$ cat src/rtl/uart_rx_oversample_if.sv
// Receiver-side signal bundle: serial line and oversampling tick in, recovered byte and status pulses out.
// The o_parity_err member exists only when UART_RX_PARITY_EN is defined.
interface uart_rx_oversample_if;
    logic       i_rx;
    logic       i_tick;
    logic [7:0] o_data;
    logic       o_flag_rx_done;
    logic       o_frame_err;
`ifdef UART_RX_PARITY_EN
    logic       o_parity_err;

    modport master (
        input  i_rx, i_tick,
        output o_data, o_flag_rx_done, o_frame_err, o_parity_err
    );
    modport slave (
        output i_rx, i_tick,
        input  o_data, o_flag_rx_done, o_frame_err, o_parity_err
    );
`else
    modport master (
        input  i_rx, i_tick,
        output o_data, o_flag_rx_done, o_frame_err
    );
    modport slave (
        output i_rx, i_tick,
        input  o_data, o_flag_rx_done, o_frame_err
    );
`endif
endinterface

$ cat src/rtl/uart_rx_oversample.sv
// UART receiver: 16x-oversampled, LSB-first, 1 start / SIZE_TRAMA_BIT data / 1 stop.
// Optional parity bit and o_parity_err enabled with UART_RX_PARITY_EN.
module uart_rx_oversample #(
    parameter int SIZE_TRAMA_BIT = 8,
    parameter int TICKS_PER_BIT  = 16,
    parameter int PARITY_ODD     = 0
) (
    input  logic                 i_clk,
    input  logic                 i_reset,
    uart_rx_oversample_if.master bus
);
    localparam int TW = $clog2(TICKS_PER_BIT);
    localparam int BW = $clog2(SIZE_TRAMA_BIT) + 1;
    localparam logic [TW-1:0] HALF_M1 = TW'(TICKS_PER_BIT / 2 - 1);
    localparam logic [TW-1:0] FULL_M1 = TW'(TICKS_PER_BIT - 1);
    localparam logic [BW-1:0] LAST_BIT = BW'(SIZE_TRAMA_BIT - 1);

`ifdef UART_RX_PARITY_EN
    localparam logic P_ODD = (PARITY_ODD != 0);

    typedef enum logic [5:0] {
        S_IDLE   = 6'b000001,
        S_START  = 6'b000010,
        S_DATA   = 6'b000100,
        S_PARITY = 6'b001000,
        S_STOP   = 6'b010000,
        S_WAIT   = 6'b100000
    } state_t;
`else
    typedef enum logic [4:0] {
        S_IDLE  = 5'b00001,
        S_START = 5'b00010,
        S_DATA  = 5'b00100,
        S_STOP  = 5'b01000,
        S_WAIT  = 5'b10000
    } state_t;
`endif

    state_t                    r_state;
    logic                      r_rx_meta;
    logic                      r_rx_s;
    logic [TW-1:0]             r_tick_cnt;
    logic [BW-1:0]             r_bit_cnt;
    logic [SIZE_TRAMA_BIT-1:0] r_sh;
    logic [7:0]                r_data;
    logic                      r_done;
    logic                      r_frame_err;
`ifdef UART_RX_PARITY_EN
    logic                      r_par_bad;
    logic                      r_parity_err;
`endif

    logic [SIZE_TRAMA_BIT-1:0] w_sh_next;
    logic                      w_mid;
    logic                      w_end;

    // Written as shift-then-patch so a 1-bit frame needs no empty slice.
    always_comb begin
        w_sh_next = r_sh >> 1;
        w_sh_next[SIZE_TRAMA_BIT-1] = r_rx_s;
    end

    assign w_mid = (r_tick_cnt == HALF_M1);
    assign w_end = (r_tick_cnt == FULL_M1);

    always_ff @(posedge i_clk) begin
        if (i_reset) begin
            r_state     <= S_IDLE;
            r_rx_meta   <= 1'b1;
            r_rx_s      <= 1'b1;
            r_tick_cnt  <= '0;
            r_bit_cnt   <= '0;
            r_sh        <= '0;
            r_data      <= '0;
            r_done      <= 1'b0;
            r_frame_err <= 1'b0;
`ifdef UART_RX_PARITY_EN
            r_par_bad    <= 1'b0;
            r_parity_err <= 1'b0;
`endif
        end else begin
            r_rx_meta   <= bus.i_rx;
            r_rx_s      <= r_rx_meta;
            r_done      <= 1'b0;
            r_frame_err <= 1'b0;
`ifdef UART_RX_PARITY_EN
            r_parity_err <= 1'b0;
`endif
            case (r_state)
                S_IDLE: begin
                    if (!r_rx_s) begin
                        r_state    <= S_START;
                        r_tick_cnt <= '0;
                        r_bit_cnt  <= '0;
                    end
                end
                S_START: begin
                    if (bus.i_tick) begin
                        if (w_mid) begin
                            r_tick_cnt <= '0;
                            r_bit_cnt  <= '0;
                            // A start bit that is high again at its centre was noise.
                            r_state    <= r_rx_s ? S_IDLE : S_DATA;
                        end else begin
                            r_tick_cnt <= r_tick_cnt + 1'b1;
                        end
                    end
                end
                S_DATA: begin
                    if (bus.i_tick) begin
                        if (w_end) begin
                            r_sh       <= w_sh_next;
                            r_tick_cnt <= '0;
                            if (r_bit_cnt == LAST_BIT) begin
                                r_bit_cnt <= '0;
`ifdef UART_RX_PARITY_EN
                                r_state   <= S_PARITY;
`else
                                r_state   <= S_STOP;
`endif
                            end else begin
                                r_bit_cnt <= r_bit_cnt + 1'b1;
                            end
                        end else begin
                            r_tick_cnt <= r_tick_cnt + 1'b1;
                        end
                    end
                end
`ifdef UART_RX_PARITY_EN
                S_PARITY: begin
                    if (bus.i_tick) begin
                        if (w_end) begin
                            r_par_bad  <= (r_rx_s != (^r_sh ^ P_ODD));
                            r_tick_cnt <= '0;
                            r_bit_cnt  <= '0;
                            r_state    <= S_STOP;
                        end else begin
                            r_tick_cnt <= r_tick_cnt + 1'b1;
                        end
                    end
                end
`endif
                S_STOP: begin
                    if (bus.i_tick) begin
                        if (w_end) begin
                            r_tick_cnt <= '0;
                            r_bit_cnt  <= '0;
                            if (r_rx_s) begin
                                r_state <= S_IDLE;
`ifdef UART_RX_PARITY_EN
                                if (r_par_bad) begin
                                    r_parity_err <= 1'b1;
                                end else begin
                                    r_data <= 8'(r_sh);
                                    r_done <= 1'b1;
                                end
`else
                                r_data <= 8'(r_sh);
                                r_done <= 1'b1;
`endif
                            end else begin
                                // Frame error wins over parity; a low line must go high before re-arming.
                                r_frame_err <= 1'b1;
                                r_state     <= S_WAIT;
                            end
                        end else begin
                            r_tick_cnt <= r_tick_cnt + 1'b1;
                        end
                    end
                end
                S_WAIT: begin
                    if (r_rx_s) begin
                        r_state    <= S_IDLE;
                        r_tick_cnt <= '0;
                        r_bit_cnt  <= '0;
                    end
                end
                default: begin
                    r_state    <= S_IDLE;
                    r_tick_cnt <= '0;
                    r_bit_cnt  <= '0;
                end
            endcase
        end
    end

    assign bus.o_data         = r_data;
    assign bus.o_flag_rx_done = r_done;
    assign bus.o_frame_err    = r_frame_err;
`ifdef UART_RX_PARITY_EN
    assign bus.o_parity_err   = r_parity_err;
`endif

endmodule
$ cat src/flat_wrapper.sv
// flat-port wrapper written by rule: the top's interface ports become plain ports
module uart_rx_oversample_flat 
#(
    parameter int SIZE_TRAMA_BIT = 8,
    parameter int TICKS_PER_BIT  = 16,
    parameter int PARITY_ODD     = 0
)
  (i_clk, i_reset, bus_i_rx, bus_i_tick, bus_o_data, bus_o_flag_rx_done, bus_o_frame_err);
  uart_rx_oversample_if bus_i ();
  input  logic i_clk;
  input  logic i_reset;
  input wire logic [$bits(bus_i.i_rx)-1:0] bus_i_rx;
  input wire logic [$bits(bus_i.i_tick)-1:0] bus_i_tick;
  output wire logic [$bits(bus_i.o_data)-1:0] bus_o_data;
  output wire logic [$bits(bus_i.o_flag_rx_done)-1:0] bus_o_flag_rx_done;
  output wire logic [$bits(bus_i.o_frame_err)-1:0] bus_o_frame_err;
  assign bus_i.i_rx = bus_i_rx;
  assign bus_i.i_tick = bus_i_tick;
  assign bus_o_data = bus_i.o_data;
  assign bus_o_flag_rx_done = bus_i.o_flag_rx_done;
  assign bus_o_frame_err = bus_i.o_frame_err;
  uart_rx_oversample #(.SIZE_TRAMA_BIT(SIZE_TRAMA_BIT), .TICKS_PER_BIT(TICKS_PER_BIT), .PARITY_ODD(PARITY_ODD)) u_core (.i_clk(i_clk), .i_reset(i_reset), .bus(bus_i));
endmodule
$ cat config.mk
export PLATFORM = sky130hd
export DESIGN_NAME = uart_rx_oversample_flat
export DESIGN_NICKNAME = d
export VERILOG_FILES = /design/src/rtl/uart_rx_oversample_if.sv /design/src/rtl/uart_rx_oversample.sv /design/src/flat_wrapper.sv
export SDC_FILE = /design/constraint.sdc
export NUM_CORES = 1
export LEC_CHECK = 0
export ABC_AREA = 1
export BUFFER_PORTS_ARGS = -buffer_cell sky130_fd_sc_hd__buf_4
export CAP_MARGIN = 20
export CELL_PAD_IN_SITES_DETAIL_PLACEMENT = 0
export CELL_PAD_IN_SITES_GLOBAL_PLACEMENT = 1
export CORE_ASPECT_RATIO = 0.5
export CORE_UTILIZATION = 38
export CTS_BUF_LIST = sky130_fd_sc_hd__clkbuf_8 sky130_fd_sc_hd__clkbuf_16
export DETAILED_ROUTE_END_ITERATION = 8
export PLACE_DENSITY = 0.76
export REMOVE_ABC_BUFFERS = 1
export SYNTH_ARGS = -nofsm -noshare
export SYNTH_HDL_FRONTEND = slang
export SYNTH_SLANG_ARGS = --single-unit
export TNS_END_PERCENT = 30
$ cat constraint.sdc
create_clock -name i_clk -period 1.59 [get_ports i_clk]
set_clock_uncertainty 0.2 [all_clocks]
set_input_delay 0.318 -clock i_clk [delete_from_list [all_inputs] [get_ports i_clk]]
set_output_delay 0.318 -clock i_clk [all_outputs]
set_load 0.01 [all_outputs]
==> results of run 1 <==
synthesized netlist by cell type:
library cell	number	area share
nand3_1	7	0.022
nand2_2	4	0.016
nand3_4	1	0.011
nand2_4	5	0.035
clkbuf_1	2	0.0047
nor3_4	1	0.010
nand4_1	5	0.020
o21ai_2	2	0.011
nor2_8	1	0.013
a21boi_0	1	0.0047
inv_4	1	0.0039
a21oi_1	10	0.031
inv_2	8	0.019
o21ai_0	9	0.028
buf_2	1	0.0031
ha_1	2	0.016
nor2_1	49	0.11
o21ai_1	9	0.028
nor2_2	5	0.020
nor2_4	6	0.042
inv_1	7	0.016
nand3_2	1	0.0063
nor3b_1	1	0.0047
xor2_1	3	0.016
nand2_1	36	0.084
dfxtp_1	33	0.41
or2_2	2	0.0078
through the flow:
| step | worst slack, ns | instance area, um2 | hold WS [ns] | total power [uW] | TNS [ns] |
|---|---|---|---|---|---|
| CTS | -0.0426 | 2180 | 0.00431 | 3300 | -0.390 |
| global placement | -0.106 | 1960 | 0.196 | 2380 | -1.50 |
| detailed placement | -0.133 | 1960 | 0.194 | 2390 | -1.90 |
| finish | -0.0620 | 2280 | 0.00996 | 3500 | -0.536 |
| floorplan | -0.120 | 1590 | 0.187 | 1970 | -1.01 |
| global route | -0.125 | 2280 | 0.00158 | 3740 | -2.65 |
sequential cells by signal, indices dropped and copies added (netlist names):
register,count
u_core.bus.o_frame_err,1
u_core.r_rx_s,1
u_core.r_tick_cnt,4
u_core.r_state,5
u_core.bus.o_data,8
u_core.bus.o_flag_rx_done,1
u_core.r_sh,8
u_core.r_bit_cnt,4
u_core.r_rx_meta,1
critical path: cells and delay by family, from the launching register on:
family	cells	cell delay [ns]
buf+inv	1	0.08
compound gates	1	0.15
simple gates	5	0.84
flops	1	0.33
power by group:
group	total, uW	internal [uW]	leakage [uW]	switching, uW
Clock	805	469	0.0000543	336
Combinational	1680	651	0.000788	1030
Sequential	1020	931	0.000270	91.4
area by class of cell:
cell class | instances | share of cell area
inverters | 16 | 0.0296
well taps | 54 | 0.0296
repair buffers | 46 | 0.160
multi-input cells | 160 | 0.437
flip-flops and latches | 33 | 0.293
clock inverters | 3 | 0.0203
clock buffers | 5 | 0.0302
what timing repair did:
action                                  4_1_cts  5_1_grt
resized for setup                            27       24
endpoints found under the setup margin       28       29
buffers inserted                              2        3
pin swaps                                     6        9
layout by cell type (no fill, tap or decap), drive strengths merged:
cell type / netlist / routed
a21boi: 1 / 1
a21oi: 10 / 10
buf: 1 / 46
bufinv: 0 / 1
clkbuf: 2 / 5
clkinv: 0 / 1
clkinvlp: 0 / 1
dfxtp: 33 / 33
ha: 2 / 2
inv: 16 / 16
nand2: 45 / 45
nand3: 9 / 9
nand4: 5 / 5
nor2: 61 / 61
nor3: 1 / 1
nor3b: 1 / 1
o21ai: 20 / 20
or2: 2 / 2
xor2: 3 / 3
worst paths after layout:
kind,start,endpoint,slack [ns],cells after the start
worst min register to register,u_core.r_rx_meta$_SDFF_PP1_,u_core.r_rx_s$_SDFF_PP1_,0.22,1
worst min-delay path,bus_i_rx,u_core.r_rx_meta$_SDFF_PP1_,0.01,2
worst max-delay path,u_core.r_state[1]$_SDFFE_PP0P_,u_core.r_bit_cnt[2]$_SDFFE_PP0P_,-0.06,7
worst max register to register,u_core.r_state[1]$_SDFFE_PP0P_,u_core.r_bit_cnt[2]$_SDFFE_PP0P_,-0.06,7
cell families after synthesis:
logic type | count (synthesis) | share of synthesized area
AO/OA/AOI/OAI | 31 | 0.103
XOR/XNOR | 3 | 0.0164
adder cells (fa/ha/maj) | 2 | 0.0156
buffers and inverters | 19 | 0.0469
flip-flops | 33 | 0.412
AND/OR/NAND/NOR | 124 | 0.405
routing by layer:
| layer | routed length, um | track usage | part of all wire | vias to the layer above |
|---|---|---|---|---|
| li1 | - | - | - | 779 |
| met1 | 1930 | 0.238 | 0.50 | 692 |
| met2 | 1750 | 0.272 | 0.45 | 22 |
| met3 | 154 | 0.0492 | 0.040 | 4 |
| met4 | 29 | 0.0585 | 0.0075 | 0 |
| met5 | 0 | 0 | 0 | - |
==> flow_summary.toml, run 1 <==
[cts]
root_buffer = "clkbuf_8"
cts_buffers = 5
hold_buffers = 0
htreeDepth = 2
path_clk_slew_ns = 0.08
clk_latency_ns = 0.29
cts_tree = "yes"
clock_path_buffers = 2
cts_sinks = 33

[final_layout]
final_cells = 317
multiInputGateArea_um2 = 998
area_delta_synth_final_pct = 42.5
drive_gt1_frac = 0.468
seq_area_um2 = 669
fin_util = 0.576
fillers = 364
diodes = 0
nets = 268

[route]
drt_pass1_iterations = 4
drt-initial-drc-count = 65
viasPerCell = 4.72
drc = 0
ant_nets = 0
vias = 1497
wl_per_cell_um = 12.2
wl_um = 3860

[floorplanning]
io_pins = 14
row_count = 16
die_w_um = 93.8
start_util = 0.404
core-area_um2 = 3960
die_y_um = 47.9
dieArea_um2 = 4490

[timing]
worst_slew_pin_slew_ns = 0.312
finalSetupViolations = 25
hold_viol = 0
fin_crit_sh = 1.04
min_period_ns = 1.65
maxSlewHeadroom = 0.792
slew_violations = 0
max_freq_ghz = 0.605
setup_slack_ns = -0.0620
rsz0062_at_grt = "yes"

[hold_path]
hold_class = "primary input to flop"

[worst_setup_path]
worst_path_max_delay_cell = "dfxtp_2"
crit_chain = "inv_2 -> nand2_4 -> nor2_4 -> nand2_4 -> nor3b_1 -> nand3_1 -> a21oi_1"
cp_data_required_time_ns = 1.61
cp-end-kind = "flop"
critPathKind = "flop to flop"
slowest_delay_ns = 0.33
critPathArrivalTime_ns = 1.67
path_common_cell = "nand2_4"
startpoint_type = "flop"
path_max_fanout = 5

[grt]
track_usage = 0.175
overflow = 0
grt_pass1_wl_um = 5740
antenna_found_initial = 0
grt_pass1_vias = 1216
grt_max_degree = 14

[status]
status = "complete, but fails checks"
failed_checks = "negative setup slack"

[power]
ir_worst_vdd_mv = 0.730
powerDensity_nw_per_um2 = 1540
p_leak_uw = 0.00111

[placement]
place_inst = 304
gp_congestion = 0.794
dpl.hpwl_um = 2660
port_buffers = 13

[synthesis]
syn_area_um2 = 1600
syn_avg_cell_area_um2 = 7.55
ys_warn_count = 0
synth.distinct_cells = 27
yosys_register_bits = 33
ys_seq_area_frac = 0.413
syn_inst = 212

[flow_run]
cap_violations = 0
No activity file was read; power rests on OpenSTA's default activity.
==> inputs of run 2 (changes only) <==
--- a/config.mk
+++ b/config.mk
@@ -11,10 +11,10 @@
 export CELL_PAD_IN_SITES_DETAIL_PLACEMENT = 0
 export CELL_PAD_IN_SITES_GLOBAL_PLACEMENT = 1
 export CORE_ASPECT_RATIO = 0.5
-export CORE_UTILIZATION = 38
+export CORE_UTILIZATION = 35
 export CTS_BUF_LIST = sky130_fd_sc_hd__clkbuf_8 sky130_fd_sc_hd__clkbuf_16
 export DETAILED_ROUTE_END_ITERATION = 8
-export PLACE_DENSITY = 0.76
+export PLACE_DENSITY = 0.71
 export REMOVE_ABC_BUFFERS = 1
 export SYNTH_ARGS = -nofsm -noshare
 export SYNTH_HDL_FRONTEND = slang
==> run 2 against run 1 <==
The flow still finishes with violations (negative setup slack). Setup slack gained 0.042 ns. Cell area fell by 3.9%. Total power shrank 2.3%. Routed wire length down 2.5%. Largest power group unchanged. Highest routed layer unchanged.
==> flow_summary.toml, run 2 (synthesis gave the netlist of run 1 again) <==
[status]
status = "complete, but fails checks"
failed_checks = "negative setup slack"

[worst_setup_path]
critPathArrivalTime_ns = 1.61
critPathKind = "flop to flop"
worst_path_max_delay_cell = "dfxtp_1"
rr_endpoint = "u_core.r_state[4]$_SDFFE_PP0P_"
slowest_delay_ns = 0.43
r2r_start = "u_core.r_state[4]$_SDFFE_PP0P_"
r2r_slack_ns = -0.02
cp_data_required_time_ns = 1.59
path_max_fanout = 7
crit_family = "simple AND/OR/NAND/NOR gates"
worst-path-buf-inv = 2
crit_chain = "inv_2 -> nand4_1 -> nand2_2 -> nor2_4 -> nand3_4 -> nand2_2 -> nand2_1 -> nand2_1 -> inv_1"
cp.depth = 9
r2r_cells = 9
cp-end-kind = "flop"
startpoint_type = "flop"

[cts]
root_buffer = "clkbuf_8"
cts_sinks = 33
clk_latency_ns = 0.29
cts_buffers = 5
clock_path_buffers = 2
path_clk_slew_ns = 0.07
cts_tree = "yes"
htreeDepth = 2
hold_buffers = 0

[placement]
dpl.hpwl_um = 2660
placed_cell_area_um2 = 1900
port_buffers = 13
gp_congestion = 0.799

[floorplanning]
io_pins = 14
start_util = 0.386
dieArea_um2 = 4870
core-area_um2 = 4140
row_count = 16
die_w_um = 97.7
die_y_um = 49.8

[final_layout]
fillers = 389
layout_commonest_cell = "nor2_1"
multiInputGateArea_um2 = 956
area_delta_synth_final_pct = 36.9
diodes = 0
drive_gt1_frac = 0.420
fin_area_um2 = 2190
nets = 262
seq_area_um2 = 673
final_cell_mix = "nor2_1 (47), buf_4 (38), nand2_1 (30)"

[timing]
final.setup.tns_ns = -0.0308
setup_slack_ns = -0.0205
maxSlewHeadroom = 0.815
worst_slew_pin_slew_ns = 0.277
fin_crit_sh = 1.01
slew_violations = 0
hold_viol = 0
min_period_ns = 1.61
holdWs_ns = 0.0120
rsz0062_at_grt = "yes"
max_freq_ghz = 0.621
finalSetupViolations = 3

[power]
powerDensity_nw_per_um2 = 1560
p_leak_uw = 0.00109
ir_worst_vdd_mv = 0.551

[route]
wl_um = 3770
ant_nets = 0
vias = 1481
viasPerCell = 4.76
drt-initial-drc-count = 39
drc = 0
drt_pass1_iterations = 4
wl_per_cell_um = 12.1

[grt]
grt_max_degree = 17
grt_pass1_vias = 1348
grt_pass1_wl_um = 6380
overflow = 0
track_usage = 0.171
antenna_found_initial = 0

[flow_run]
cap_violations = 0

[hold_path]
hold_class = "primary input to flop"
hp-start = "bus_i_rx"
min_to = "u_core.r_rx_meta$_SDFF_PP1_"
hold-path-cell-count = 2
## run 2: per-stage QoR
stage	total power (uW)	setup WS (ns)	utilization	cells
finish	3420	-0.0205	0.529	311
global route	3680	-0.123	0.529	311
CTS	3310	-0.0411	0.502	305
detailed placement	2360	-0.151	0.460	296
global placement	2370	-0.131	0.460	296
floorplan	1970	-0.120	-	209
## run 2: layout make-up
type                    count  area share
multi-input cells         160       0.436
flip-flops and latches     33       0.307
repair buffers             40       0.140
clock buffers               6      0.0377
inverters                  16      0.0308
well taps                  54      0.0308
clock inverters             2      0.0171
## run 2: layer usage
| metal | part of all wire | wire length (um) | global-route usage |
|---|---|---|---|
| met1 | 0.56 | 2090 | 0.244 |
| met2 | 0.40 | 1490 | 0.242 |
| met3 | 0.031 | 118 | 0.0482 |
| met4 | 0.016 | 61 | 0.0682 |
| met5 | 0 | 0 | 0 |
## run 2: worst register-to-register path, stage by stage (launching register included)
cell	delay, ns
dfxtp_1	0.43
inv_2	0.09
nand4_1	0.15
nand2_2	0.09
nor2_4	0.18
nand3_4	0.14
nand2_2	0.10
nand2_1	0.06
nand2_1	0.05
inv_1	0.04
## run 2: how the worst max path moves through the flow
| stage | startpoint | end | slack, ns |
|---|---|---|---|
| CTS | u_core.r_state[0]$_SDFFE_PP1P_ | u_core.r_tick_cnt[0]$_SDFFE_PP0P_ | -0.04 |
| global route | u_core.r_state[1]$_SDFFE_PP0P_ | u_core.bus.o_data[2]$_SDFFE_PP0P_ | -0.12 |
| detailed placement | u_core.r_tick_cnt[0]$_SDFFE_PP0P_ | u_core.r_state[4]$_SDFFE_PP0P_ | -0.15 |
| floorplan | u_core.r_tick_cnt[0]$_SDFFE_PP0P_ | u_core.bus.o_data[0]$_SDFFE_PP0P_ | -0.12 |
| global placement | u_core.r_tick_cnt[0]$_SDFFE_PP0P_ | u_core.r_state[4]$_SDFFE_PP0P_ | -0.13 |
| finish | u_core.r_state[4]$_SDFFE_PP0P_ | u_core.r_state[4]$_SDFFE_PP0P_ | -0.02 |
## run 2: repair_timing
action / 4_1_cts / 5_1_grt
gates resized for setup: 16 / 21
endpoints found under the setup margin: 28 / 29
pin swaps: 6 / 16
setup buffers: 1 / 6
## run 2: power breakdown
part	total, uW	leakage [uW]	internal (uW)	switching [uW]
sequential	1030	0.000270	938	88.6
combinational	1550	0.000760	618	933
clock	847	0.0000574	510	338
total	3420	0.00109	2070	1360
